<file path="src/rtl/mem_port_arbiter.sv">
// Shares one variable-latency memory port between instruction fetch (I) and load/store (D).
// D wins ties unless I has waited through STARVE_LIMIT consecutive D grants.
module mem_port_arbiter #(
    parameter int DATA_WIDTH   = 32,
    parameter int ADDR_WIDTH   = 32,
    parameter int STARVE_LIMIT = 4
) (
    input  logic                    clk,
    input  logic                    rst,
    input  logic                    i_req,
    input  logic [ADDR_WIDTH-1:0]   i_addr,
    output logic [DATA_WIDTH-1:0]   i_rdata,
    output logic                    i_done,
    input  logic                    d_req,
    input  logic                    d_we,
    input  logic [ADDR_WIDTH-1:0]   d_addr,
    input  logic [DATA_WIDTH-1:0]   d_wdata,
    input  logic [DATA_WIDTH/8-1:0] d_be,
    output logic [DATA_WIDTH-1:0]   d_rdata,
    output logic                    d_done,
    output logic                    mem_req,
    output logic                    mem_we,
    output logic [ADDR_WIDTH-1:0]   mem_addr,
    output logic [DATA_WIDTH-1:0]   mem_wdata,
    output logic [DATA_WIDTH/8-1:0] mem_be,
    input  logic                    mem_ack,
    input  logic [DATA_WIDTH-1:0]   mem_rdata,
    output logic                    busy
);
    localparam int BE_W = DATA_WIDTH / 8;
    localparam logic [3:0] LIMIT = 4'(STARVE_LIMIT);

    typedef enum logic [1:0] {IDLE, SERVE_I, SERVE_D, RESP} state_t;

    state_t     state, state_nxt;
    logic [3:0] cnt;
    logic       served_d;
    logic       grant_i, grant_d;

    always_ff @(posedge clk or posedge rst) begin
        if (rst) state <= IDLE;
        else     state <= state_nxt;
    end

    always_comb begin
        state_nxt = state;
        grant_i   = 1'b0;
        grant_d   = 1'b0;
        case (state)
            IDLE: begin
                if (d_req && !(i_req && cnt == LIMIT)) begin
                    grant_d   = 1'b1;
                    state_nxt = SERVE_D;
                end else if (i_req) begin
                    grant_i   = 1'b1;
                    state_nxt = SERVE_I;
                end
            end
            SERVE_I, SERVE_D: if (mem_ack) state_nxt = RESP;
            RESP:             state_nxt = IDLE;
            default:          state_nxt = IDLE;
        endcase
    end

    // Handshake and done outputs decode straight from state so reset clears them at once.
    assign mem_req = (state == SERVE_I) || (state == SERVE_D);
    assign busy    = (state != IDLE);
    assign i_done  = (state == RESP) && !served_d;
    assign d_done  = (state == RESP) && served_d;

    always_ff @(posedge clk or posedge rst) begin
        if (rst) begin
            cnt       <= '0;
            served_d  <= 1'b0;
            mem_we    <= 1'b0;
            mem_addr  <= '0;
            mem_wdata <= '0;
            mem_be    <= '0;
            i_rdata   <= '0;
            d_rdata   <= '0;
        end else begin
            if (grant_d) begin
                served_d  <= 1'b1;
                mem_we    <= d_we;
                mem_addr  <= d_addr;
                mem_wdata <= d_wdata;
                mem_be    <= d_be;
                if (!i_req)          cnt <= '0;
                else if (cnt < LIMIT) cnt <= cnt + 4'd1;
            end else if (grant_i) begin
                served_d  <= 1'b0;
                mem_we    <= 1'b0;
                mem_addr  <= i_addr;
                mem_wdata <= '0;
                mem_be    <= {BE_W{1'b1}};
                cnt       <= '0;
            end
            // Stores capture too; the requester ignores d_rdata in that case.
            if (state == SERVE_D && mem_ack) d_rdata <= mem_rdata;
            if (state == SERVE_I && mem_ack) i_rdata <= mem_rdata;
        end
    end
endmodule

</file>
<file path="config.mk">
export PLATFORM = sky130hd
export DESIGN_NAME = mem_port_arbiter
export DESIGN_NICKNAME = d
export VERILOG_FILES = /design/src/rtl/mem_port_arbiter.sv
export SDC_FILE = /design/constraint.sdc
export NUM_CORES = 1
export LEC_CHECK = 0
export CORE_MARGIN = 1
export CORE_UTILIZATION = 44
export DETAILED_ROUTE_END_ITERATION = 8
export PLACE_DENSITY = 0.86
export SLEW_MARGIN = 20
export SYNTH_ARGS = -nofsm -noshare
export SYNTH_HDL_FRONTEND = slang
export SYNTH_SLANG_ARGS = --single-unit
</file>
<file path="constraint.sdc">
create_clock -name clk -period 8.3 [get_ports clk]
set_clock_uncertainty 0.2 [all_clocks]
set_input_delay 1.66 -clock clk [delete_from_list [all_inputs] [get_ports clk]]
set_output_delay 1.66 -clock clk [all_outputs]
set_load 0.01 [all_outputs]
</file>
After elaboration in Yosys (flattened, before gate mapping) --
Index checks and enable logic that the tools add are counted.
Cells by class: $add $sub $neg 1, order comparisons 1, eq/ne operators 7, multiplexer cells 22, reductions and logical operators 15
Operators with widths (number):
- $mux W32 | 4
- $mux W4 | 6
- $mux W1 | 8
- $logic_and A1 B1 Y1 | 6
- $mux W2 | 3
- $pmux W2 S3 | 1
- $add A4 B1 Y4 const B | 1
- $eq A2 B2 Y1 const B | 2
- $eq A4 B3 Y1 const B | 1
- $lt A4 B3 Y1 const B | 1
- $reduce_and A2 Y1 | 2
- $reduce_bool A2 Y1 | 2
- $ne A3 B2 Y1 const B | 1
- $ne A3 B3 Y1 const B | 1
- $eq A2 B1 Y1 const B | 1
- $logic_not A1 Y1 | 2
- $logic_not A2 Y1 | 1
- $ne A2 B2 Y1 const B | 1
- $reduce_or A2 Y1 | 1
- $logic_or A1 B1 Y1 | 1
Storage, ports and cells: flip-flop bits (word level) 140, bits of input ports 138, output and inout bits 137, word-level logic and storage cells 55

Longest topological paths before layout --
Gate-level depths: netlist of the first run.
depth in word-level cells 8, depth in mapped cells 8, gate-level depth less buffers 6

Least setup slack after synthesis of the first run --
Ideal clock, no wire load.
path kind in2reg, start in i_req, end reg mem_wdata[0], library setup time 0.121 ns, data arrival time 2.554 ns, required time 7.979 ns, slack 5.425 ns, cell stages on the path 6, buffers on the path 3, cells stage by stage buf_4 -> nand4b_4 -> and3_4 -> buf_6 -> buf_6 -> a22o_1
On the way: cells in the longest elaborated chain, start to end 6, elaborated cells between the ends (all ways) 10, those cells by class mux: 6; reduce/logical: 4
Ends and longest elaborated chain:
- from (decl) | RTL line 10 | input logic i_req,
- $logic_and A1 B1 Y1 | RTL line 51 | if (d_req && !(i_req && cnt == LIMIT)) begin
- $logic_not A1 Y1 | RTL line 51
- $logic_and A1 B1 Y1 | RTL line 51
- $mux W1 | RTL line 51
- $mux W1 | RTL line 49 | case (state)
- $mux W32 / $reduce_bool A2 Y1 (equally long branches)
- to (signal assigned) | RTL line 86 | mem_wdata <= d_wdata;
- to (decl) | RTL line 24 | output logic [DATA_WIDTH-1:0] mem_wdata,
Parallel ways exist; a longest one is shown, timed or not. A chain may end at the register's enable or synchronous reset.

Final worst setup path of the first run --
start reg state[0], end out busy
On the way: cells in the longest elaborated chain, start to end 1
Ends and longest elaborated chain:
- from (decl) | RTL line 35 | state_t state, state_nxt;
- from (signal assigned) | RTL line 42 | else state <= state_nxt;
- $reduce_bool A2 Y1 | RTL line 67 | assign busy = (state != IDLE);
- to (decl) | RTL line 28 | output logic busy
Every way passes these cells.

==> impl_table.tex, run 1 <==
\begin{tabular}{lr}
\hline
Metric & Value \\
\hline
\multicolumn{2}{l}{\textbf{Place}} \\
\quad Final estimated routing congestion in global placement & 0.773 \\
\quad Post-Place Cells & 801 \\
\quad Count of input and output buffers & 274 \\
\quad Half-perimeter wire length after placement & about 11,000 µm \\
\multicolumn{2}{l}{\textbf{Floorplan}} \\
\quad Row cnt & 40 \\
\quad Horizontal die dimension & 115 µm \\
\quad Vertical extent of the die & 115 µm \\
\quad Boundary pin count & 275 \\
\quad Initial standard-cell utilization of the core & 0.459 \\
\quad Die footprint & 0.0131 mm² \\
\quad Core ar. & 0.0122 mm² \\
\multicolumn{2}{l}{\textbf{Layout}} \\
\quad Most common library cell in the layout ignoring fill and taps & clkdlybuf4s50\_1 \\
\quad Commonest non-fill, non-tap cells in the layout & clkdlybuf4s50\_1, dfrtp\_1, mux2\_2, o22a\_1, a22o\_1 \\
\quad Number of cells in the finished layout apart from fillers & 829 \\
\quad Final \#Nets & 796 \\
\quad Share of cells above drive strength 1 & 0.156 \\
\quad Synth-to-layout area growth & 60.8\% \\
\quad Total inserted antenna cells & 0 \\
\multicolumn{2}{l}{\textbf{Setup path}} \\
\quad Capture instance of the worst register-to-register path & mem\_addr[27] \\
\quad Worst path required time & 6440 ps \\
\quad Type of the setup path with the least slack & reg2out \\
\quad Crit path launch & state[0] \\
\quad Worst reg2reg startpoint & state[0] \\
\quad Critical path's slowest cell & clkdlybuf4s50\_1 \\
\quad Endpoint arrival time on the critical path & 1930 ps \\
\quad Series of cell instances along the critical path & inv\_1 > ha\_1 > inv\_2 > clkdlybuf4s50\_1 \\
\quad Sum of buffers and inverters on the critical path & 3 \\
\quad Number of cells on the worst reg-to-reg path & 5 \\
\quad Kind of start point of the critical path & register \\
\quad Cell type group with the largest total delay on the critical path & buffers and inverters \\
\quad Destination of the critical timing path & busy \\
\quad Largest stage delay on the critical path & 510 ps \\
\quad Crit path depth & 4 \\
\quad Crit path capture type & primary output \\
\quad Flop2flop setup slack & 5810 ps \\
\quad Critical path peak fanout & 6 \\
\multicolumn{2}{l}{\textbf{Synth}} \\
\quad Area leader, netlist & dfrtp\_1 \\
\quad Sequential-to-total area share from yosys stat & 0.628 \\
\quad Netlist area before placement & 0.00558 mm² \\
\quad Distinct cells, synth & 31 \\
\quad Yosys warning total & 0 \\
\quad Proportion of netlist area held by the largest area contributor & 0.628 \\
\quad Gate count of the mapped netlist & 380 \\
\quad Avg Inst Size Synth & 14.7 µm² \\
\quad Synth top area cells & dfrtp\_1, mux2\_2, o22a\_1 \\
\quad Synthesized net count & between 500 and 600 \\
\quad Number of storage elements in the synthesis netlist & between 100 and 150 \\
\multicolumn{2}{l}{\textbf{Min path}} \\
\quad Type of the worst min-delay path & reg2reg \\
\multicolumn{2}{l}{\textbf{Clock tree}} \\
\quad Number of hold buffers added after CTS & 0 \\
\quad Clock transition at the registers of the reported paths & around 50 ps \\
\quad Clock latency at the later pin of the worst-skew pair & 410 ps \\
\quad Total clock buffers created by CTS & 17 \\
\quad TritonCTS clock tree & done \\
\quad Post CTS Setup Buffer Count & 0 \\
\quad Resized cells post-CTS & 0 \\
\quad CTS HTree Levels & 4 \\
\quad Number of buffers on the longest clock path & 2 \\
\quad Root buffer cell & clkbuf\_16 \\
\quad Total clock sinks & 140 \\
\multicolumn{2}{l}{\textbf{Pwr}} \\
\quad Sequential fraction of design power & 0.340 \\
\quad Switch share & 0.307 \\
\quad Maximum VDD drop & 0.205 mV \\
\quad Clock share of power & 0.199 \\
\quad Share of total power in combinational logic & 0.461 \\
\quad Net switching power & 1090 µW \\
\quad Internal & between 2000 and 2500 µW \\
\quad Cell Pwr Density & 397 mW/mm² \\
\quad Leakage power & $\sim$0.0037 µW \\
\multicolumn{2}{l}{\textbf{Detailed routing}} \\
\quad Number of violations reported at the end of detailed-routing iteration 0 & 209 \\
\quad Vias after detailed routing & 4,262 \\
\quad Final wirelength & 15,200 µm \\
\quad Ratio of routed vias to standard cells & 5.14 \\
\quad First-pass iteration count of the detailed router & 4 \\
\quad ANT nets after route & 0 \\
\quad WL/cell & 18.3 µm \\
\quad Number of remaining DRC errors & 0 \\
\multicolumn{2}{l}{\textbf{Timing}} \\
\quad Setup repair after global routing missed its margin & no \\
\quad Worst relative slew slack & 0.397 \\
\quad Final setup violation count & 0 \\
\quad Final count of hold timing violations & 0 \\
\quad Worst Tran Pin Value & $\sim$900 ps \\
\quad Tmin final & $\sim$3800 ps \\
\quad Final count of pins violating max slew & 0 \\
\quad Fmax & 264 MHz \\
\quad Total negative slack & 0 ps \\
\quad Final clock period utilization by the worst path & 0.457 \\
\multicolumn{2}{l}{\textbf{GRT}} \\
\quad First-pass GRT wire length & 23,600 µm \\
\quad Number of antenna violations at the first check in global routing & 0 \\
\quad Sum of overflow across all layers after global routing & 0 \\
\quad Fraction of met3 tracks used by global routing & 0.0836 \\
\quad Met2 usage & 0.427 \\
\quad Busiest metal layer after global routing & met2 \\
\quad Met1 usage in global routing & 0.250 \\
\quad Pin count of the biggest net entering global routing & 75 \\
\quad Via count of the first global-routing pass & 4,618 \\
\quad Tot GR Track Use & 0.239 \\
\multicolumn{2}{l}{\textbf{Run}} \\
\quad Max-cap viol count & 0 \\
\multicolumn{2}{l}{\textbf{Status}} \\
\quad Outcome & finished, final reports clean \\
\hline
\end{tabular}
-- synthesized netlist by cell type (all sizes together) --
cell / instances
a211oi: 1
a21oi: 2
a22o: 33
a32oi: 1
and2: 3
and3: 1
buf: 22
clkbuf: 3
dfrtp: 140
ha: 6
inv: 8
mux2: 65
mux2i: 1
nand2: 6
nand2b: 1
nand3: 4
nand3b: 1
nand4: 1
nand4b: 1
nor2: 5
nor2b: 1
o21a: 32
o21ai: 4
o22a: 36
o2bb2ai: 1
or2: 1
-- worst min-delay path by stage --
| stage | cells after the start | startpoint | endpoint |
|---|---|---|---|
| 3_5_place_dp | 2 | served_d | served_d |
| 5_1_grt | 1 | mem_wdata[15] | mem_wdata[15] |
| 2_1_floorplan | 2 | served_d | served_d |
| 3_3_place_gp | 1 | mem_be[0] | mem_be[0] |
| 6_report | 1 | mem_be[3] | mem_be[3] |
| 4_1_cts | 1 | mem_be[3] | mem_be[3] |
-- layout make-up --
class	count	area (µm²)
Sequential cell	140	3500
Clock buffer	27	523
Inverter	8	35.0
Fill cell	837	3190
Timing Repair Buffer	278	2770
Clock inverter	1	30.0
Tap cell	168	210
Multi-Input combinational cell	207	1890
-- registers in the layout, summed over array words and instances, names as in the netlist --
name	cells
cnt	4
d_rdata	32
i_rdata	32
mem_addr	32
mem_be	4
mem_wdata	32
mem_we	1
served_d	1
state	2
-- cells by family (layout without fill, tap and decap cells) --
group / Yosys count / in the layout / synth area share
mux: 66 / 66 / 0.133
flops: 140 / 140 / 0.628
simple gates: 25 / 25 / 0.0274
compound gates: 110 / 110 / 0.162
fa+ha+maj: 6 / 6 / 0.0135
buf+inv: 33 / 314 / 0.0359
-- power groups by stage --
stage | Combinational, µW | Clock [µW] | Sequential (µW)
after floorplan | 625 | 0 | 1350
after CTS | 1660 | 723 | 1210
final | 1640 | 708 | 1210
after detailed placement | 1650 | 0 | 1220
after global routing | 1750 | 756 | 1250
after global placement | 1600 | 0 | 1190
-- routing by layer --
metal / routed length [µm] / vias up / part of all wire
li1: - / 1942 / -
met4: 374 / 0 / 0.025
met5: 0 / - / 0
met3: 1200 / 25 / 0.079
met1: 5470 / 2113 / 0.36
met2: 8120 / 182 / 0.54
-- per-stage QoR --
stage	worst slack, ps	instance area, µm²	power (µW)	hold slack [ps]	util
floorplan	2690	5580	1980	262	-
global route	4380	8970	3760	304	0.737
global placement	4270	8400	2790	275	0.691
finish	4510	8970	3560	291	0.737
CTS	4470	8970	3600	292	0.737
detailed placement	4300	8410	2870	280	0.692
Note: power is estimated with default switching activity, not from simulation.
==> run 2: changes to the inputs <==
--- a/config.mk
+++ b/config.mk
@@ -6,9 +6,9 @@
 export NUM_CORES = 1
 export LEC_CHECK = 0
 export CORE_MARGIN = 1
-export CORE_UTILIZATION = 44
+export CORE_UTILIZATION = 37
 export DETAILED_ROUTE_END_ITERATION = 8
-export PLACE_DENSITY = 0.86
+export PLACE_DENSITY = 0.77
 export SLEW_MARGIN = 20
 export SYNTH_ARGS = -nofsm -noshare
 export SYNTH_HDL_FRONTEND = slang
==> constraint.sdc (replaced) <==
create_clock -name clk -period 3.1 [get_ports clk]
set_clock_uncertainty 0.2 [all_clocks]
set_input_delay 0.62 -clock clk [delete_from_list [all_inputs] [get_ports clk]]
set_output_delay 0.62 -clock clk [all_outputs]
set_load 0.01 [all_outputs]
==> run 2 against run 1 <==
Net effect: the run now ends with design-rule violations left; cell count up 2.9%; worst setup slack got worse by 4100 ps; combinational power rose to 2.7 times the previous value; power increased to 2.8 times the previous value; critical path type unchanged; largest cell class unchanged.
==> impl_table.tex, run 2 (synthesized netlist as in run 1, its figures left out) <==
\begin{tabular}{lr}
\hline
Metric & Value \\
\hline
\multicolumn{2}{l}{\textbf{Detailed routing}} \\
\quad First-pass iteration count of the detailed router & 6 \\
\quad Ratio of routed vias to standard cells & 5.01 \\
\quad Number of remaining DRC errors & 38 \\
\quad ANT nets after route & 0 \\
\quad Final wirelength & $\sim$15,000 µm \\
\quad Number of violations reported at the end of detailed-routing iteration 0 & 210 \\
\quad Vias after detailed routing & 4,272 \\
\quad WL/cell & 17.9 µm \\
\multicolumn{2}{l}{\textbf{Floorplan}} \\
\quad Horizontal die dimension & 125 µm \\
\quad Vertical extent of the die & 125 µm \\
\quad Core ar. & 0.0146 mm² \\
\quad Boundary pin count & about 280 \\
\quad Initial standard-cell utilization of the core & 0.381 \\
\quad Die footprint & 0.0156 mm² \\
\quad Row cnt & 44 \\
\multicolumn{2}{l}{\textbf{Setup path}} \\
\quad Largest stage delay on the critical path & 570 ps \\
\quad Crit path capture type & primary output \\
\quad Crit path launch & state[1] \\
\quad Endpoint arrival time on the critical path & 1880 ps \\
\quad Type of the setup path with the least slack & reg2out \\
\quad Critical path peak fanout & 6 \\
\quad Cell type group with the largest total delay on the critical path & buffers and inverters \\
\quad Kind of start point of the critical path & register \\
\quad Critical path's slowest cell & clkdlybuf4s50\_1 \\
\quad Worst reg2reg startpoint & state[0] \\
\quad Sum of buffers and inverters on the critical path & 3 \\
\quad Series of cell instances along the critical path & inv\_1 > ha\_1 > inv\_2 > clkdlybuf4s50\_1 \\
\quad Worst path required time & around 2300 ps \\
\multicolumn{2}{l}{\textbf{GRT}} \\
\quad Sum of overflow across all layers after global routing & 0 \\
\quad Via count of the first global-routing pass & 4,800 \\
\quad Pin count of the biggest net entering global routing & 105 \\
\quad Number of antenna violations at the first check in global routing & 0 \\
\quad Tot GR Track Use & 0.204 \\
\quad First-pass GRT wire length & 24,700 µm \\
\multicolumn{2}{l}{\textbf{Pwr}} \\
\quad Maximum VDD drop & 0.472 mV \\
\quad Leakage power & 0.00378 µW \\
\quad Cell Pwr Density & 1080 mW/mm² \\
\multicolumn{2}{l}{\textbf{Clock tree}} \\
\quad Total clock buffers created by CTS & 17 \\
\quad Clock transition at the registers of the reported paths & 60 ps \\
\quad Clock latency at the later pin of the worst-skew pair & 400 ps \\
\quad TritonCTS clock tree & done \\
\quad Resized cells post-CTS & 0 \\
\quad Root buffer cell & clkbuf\_16 \\
\quad CTS HTree Levels & 4 \\
\quad Number of buffers on the longest clock path & 2 \\
\quad Post CTS Setup Buffer Count & 0 \\
\quad Number of hold buffers added after CTS & 0 \\
\quad Total clock sinks & 140 \\
\multicolumn{2}{l}{\textbf{Timing}} \\
\quad Worst relative slew slack & 0.486 \\
\quad Final count of pins violating max slew & 0 \\
\quad Worst Tran Pin Value & $\sim$770 ps \\
\quad Tmin final & 2700 ps \\
\quad Final clock period utilization by the worst path & 0.870 \\
\quad Total negative slack & 0 ps \\
\quad Setup repair after global routing missed its margin & no \\
\quad Worst slack on hold paths & roughly 290 ps \\
\quad Final count of hold timing violations & 0 \\
\quad Fmax & around 370 MHz \\
\quad Final setup violation count & 0 \\
\multicolumn{2}{l}{\textbf{Layout}} \\
\quad Final Util & 0.623 \\
\quad Most common library cell in the layout ignoring fill and taps & clkdlybuf4s50\_1 \\
\quad Final \#Nets & 800 \\
\quad Commonest non-fill, non-tap cells in the layout & clkdlybuf4s50\_1, dfrtp\_1, mux2\_2, o22a\_1, a22o\_1 \\
\quad Share of cells above drive strength 1 & 0.169 \\
\quad Synth-to-layout area growth & 63.5\% \\
\quad Total inserted antenna cells & 0 \\
\quad Filler cell count in the final layout & 1,112 \\
\multicolumn{2}{l}{\textbf{Place}} \\
\quad Final estimated routing congestion in global placement & 0.756 \\
\quad Half-perimeter wire length after placement & roughly 11,000 µm \\
\quad Count of input and output buffers & approximately 270 \\
\multicolumn{2}{l}{\textbf{Min path}} \\
\quad Worst Hold Launch & mem\_be[2] \\
\quad Type of the worst min-delay path & reg2reg \\
\multicolumn{2}{l}{\textbf{Run}} \\
\quad Max-cap viol count & 0 \\
\multicolumn{2}{l}{\textbf{Status}} \\
\quad Violations in the final reports & design-rule violations \\
\quad Outcome & complete, but fails checks \\
\hline
\end{tabular}
run 2: worst reg2reg max path: stages (launching register included):
cell and delay, ps:
dfrtp_1 400, inv_1 110, ha_1 320, nand3_2 660, o22a_1 470, o21a_1 100
run 2: final timing paths:
| path | endpoint | slack [ps] | depth (start not counted) |
|---|---|---|---|
| hold / removal | mem_be[2] | 290 | 1 |
| min in group asynchronous | mem_addr[18] | 540 | 3 |
| max in group asynchronous | i_rdata[27] | 1740 | 3 |
| setup reg to reg | mem_addr[0] | 730 | 5 |
| setup / recovery | busy | 400 | 4 |
| hold reg to reg | mem_be[2] | 290 | 1 |
run 2: cell type report:
type	count	area, µm²	share of cell area
multi-input combinational	207	1880	0.206
timing repair buffer	282	2820	0.309
clock buffer	19	443	0.0486
inverter	8	33.8	0.00370
clock inverter	13	214	0.0235
sequential	140	3500	0.384
tap	184	230	0.0252
run 2: through the flow:
stage                     area [µm²]  power (µW)  cells  setup WS, ps
after global placement          8460        7540    821           306
final                           9120        9880    853           403
after floorplan                 5580        5300    380           531
after CTS                       9120        9990    853           364
after global routing            9120       10400    853           311
after detailed placement        8460        7700    821           193
run 2: layer usage:
metal / routed length, µm / vias up / GRT usage
met3: 1250 / 30 / 0.0752
met5: 0 / - / 0
li1: - / 1952 / -
met4: 430 / 0 / 0.105
met1: 5840 / 2097 / 0.220
met2: 7730 / 193 / 0.349
run 2: power by group:
group	total (µW)	switching (µW)	leakage (µW)	internal, µW
clock	2240	788	0.000314	1460
combinational	4400	1730	0.00181	2670
sequential	3240	498	0.00166	2740
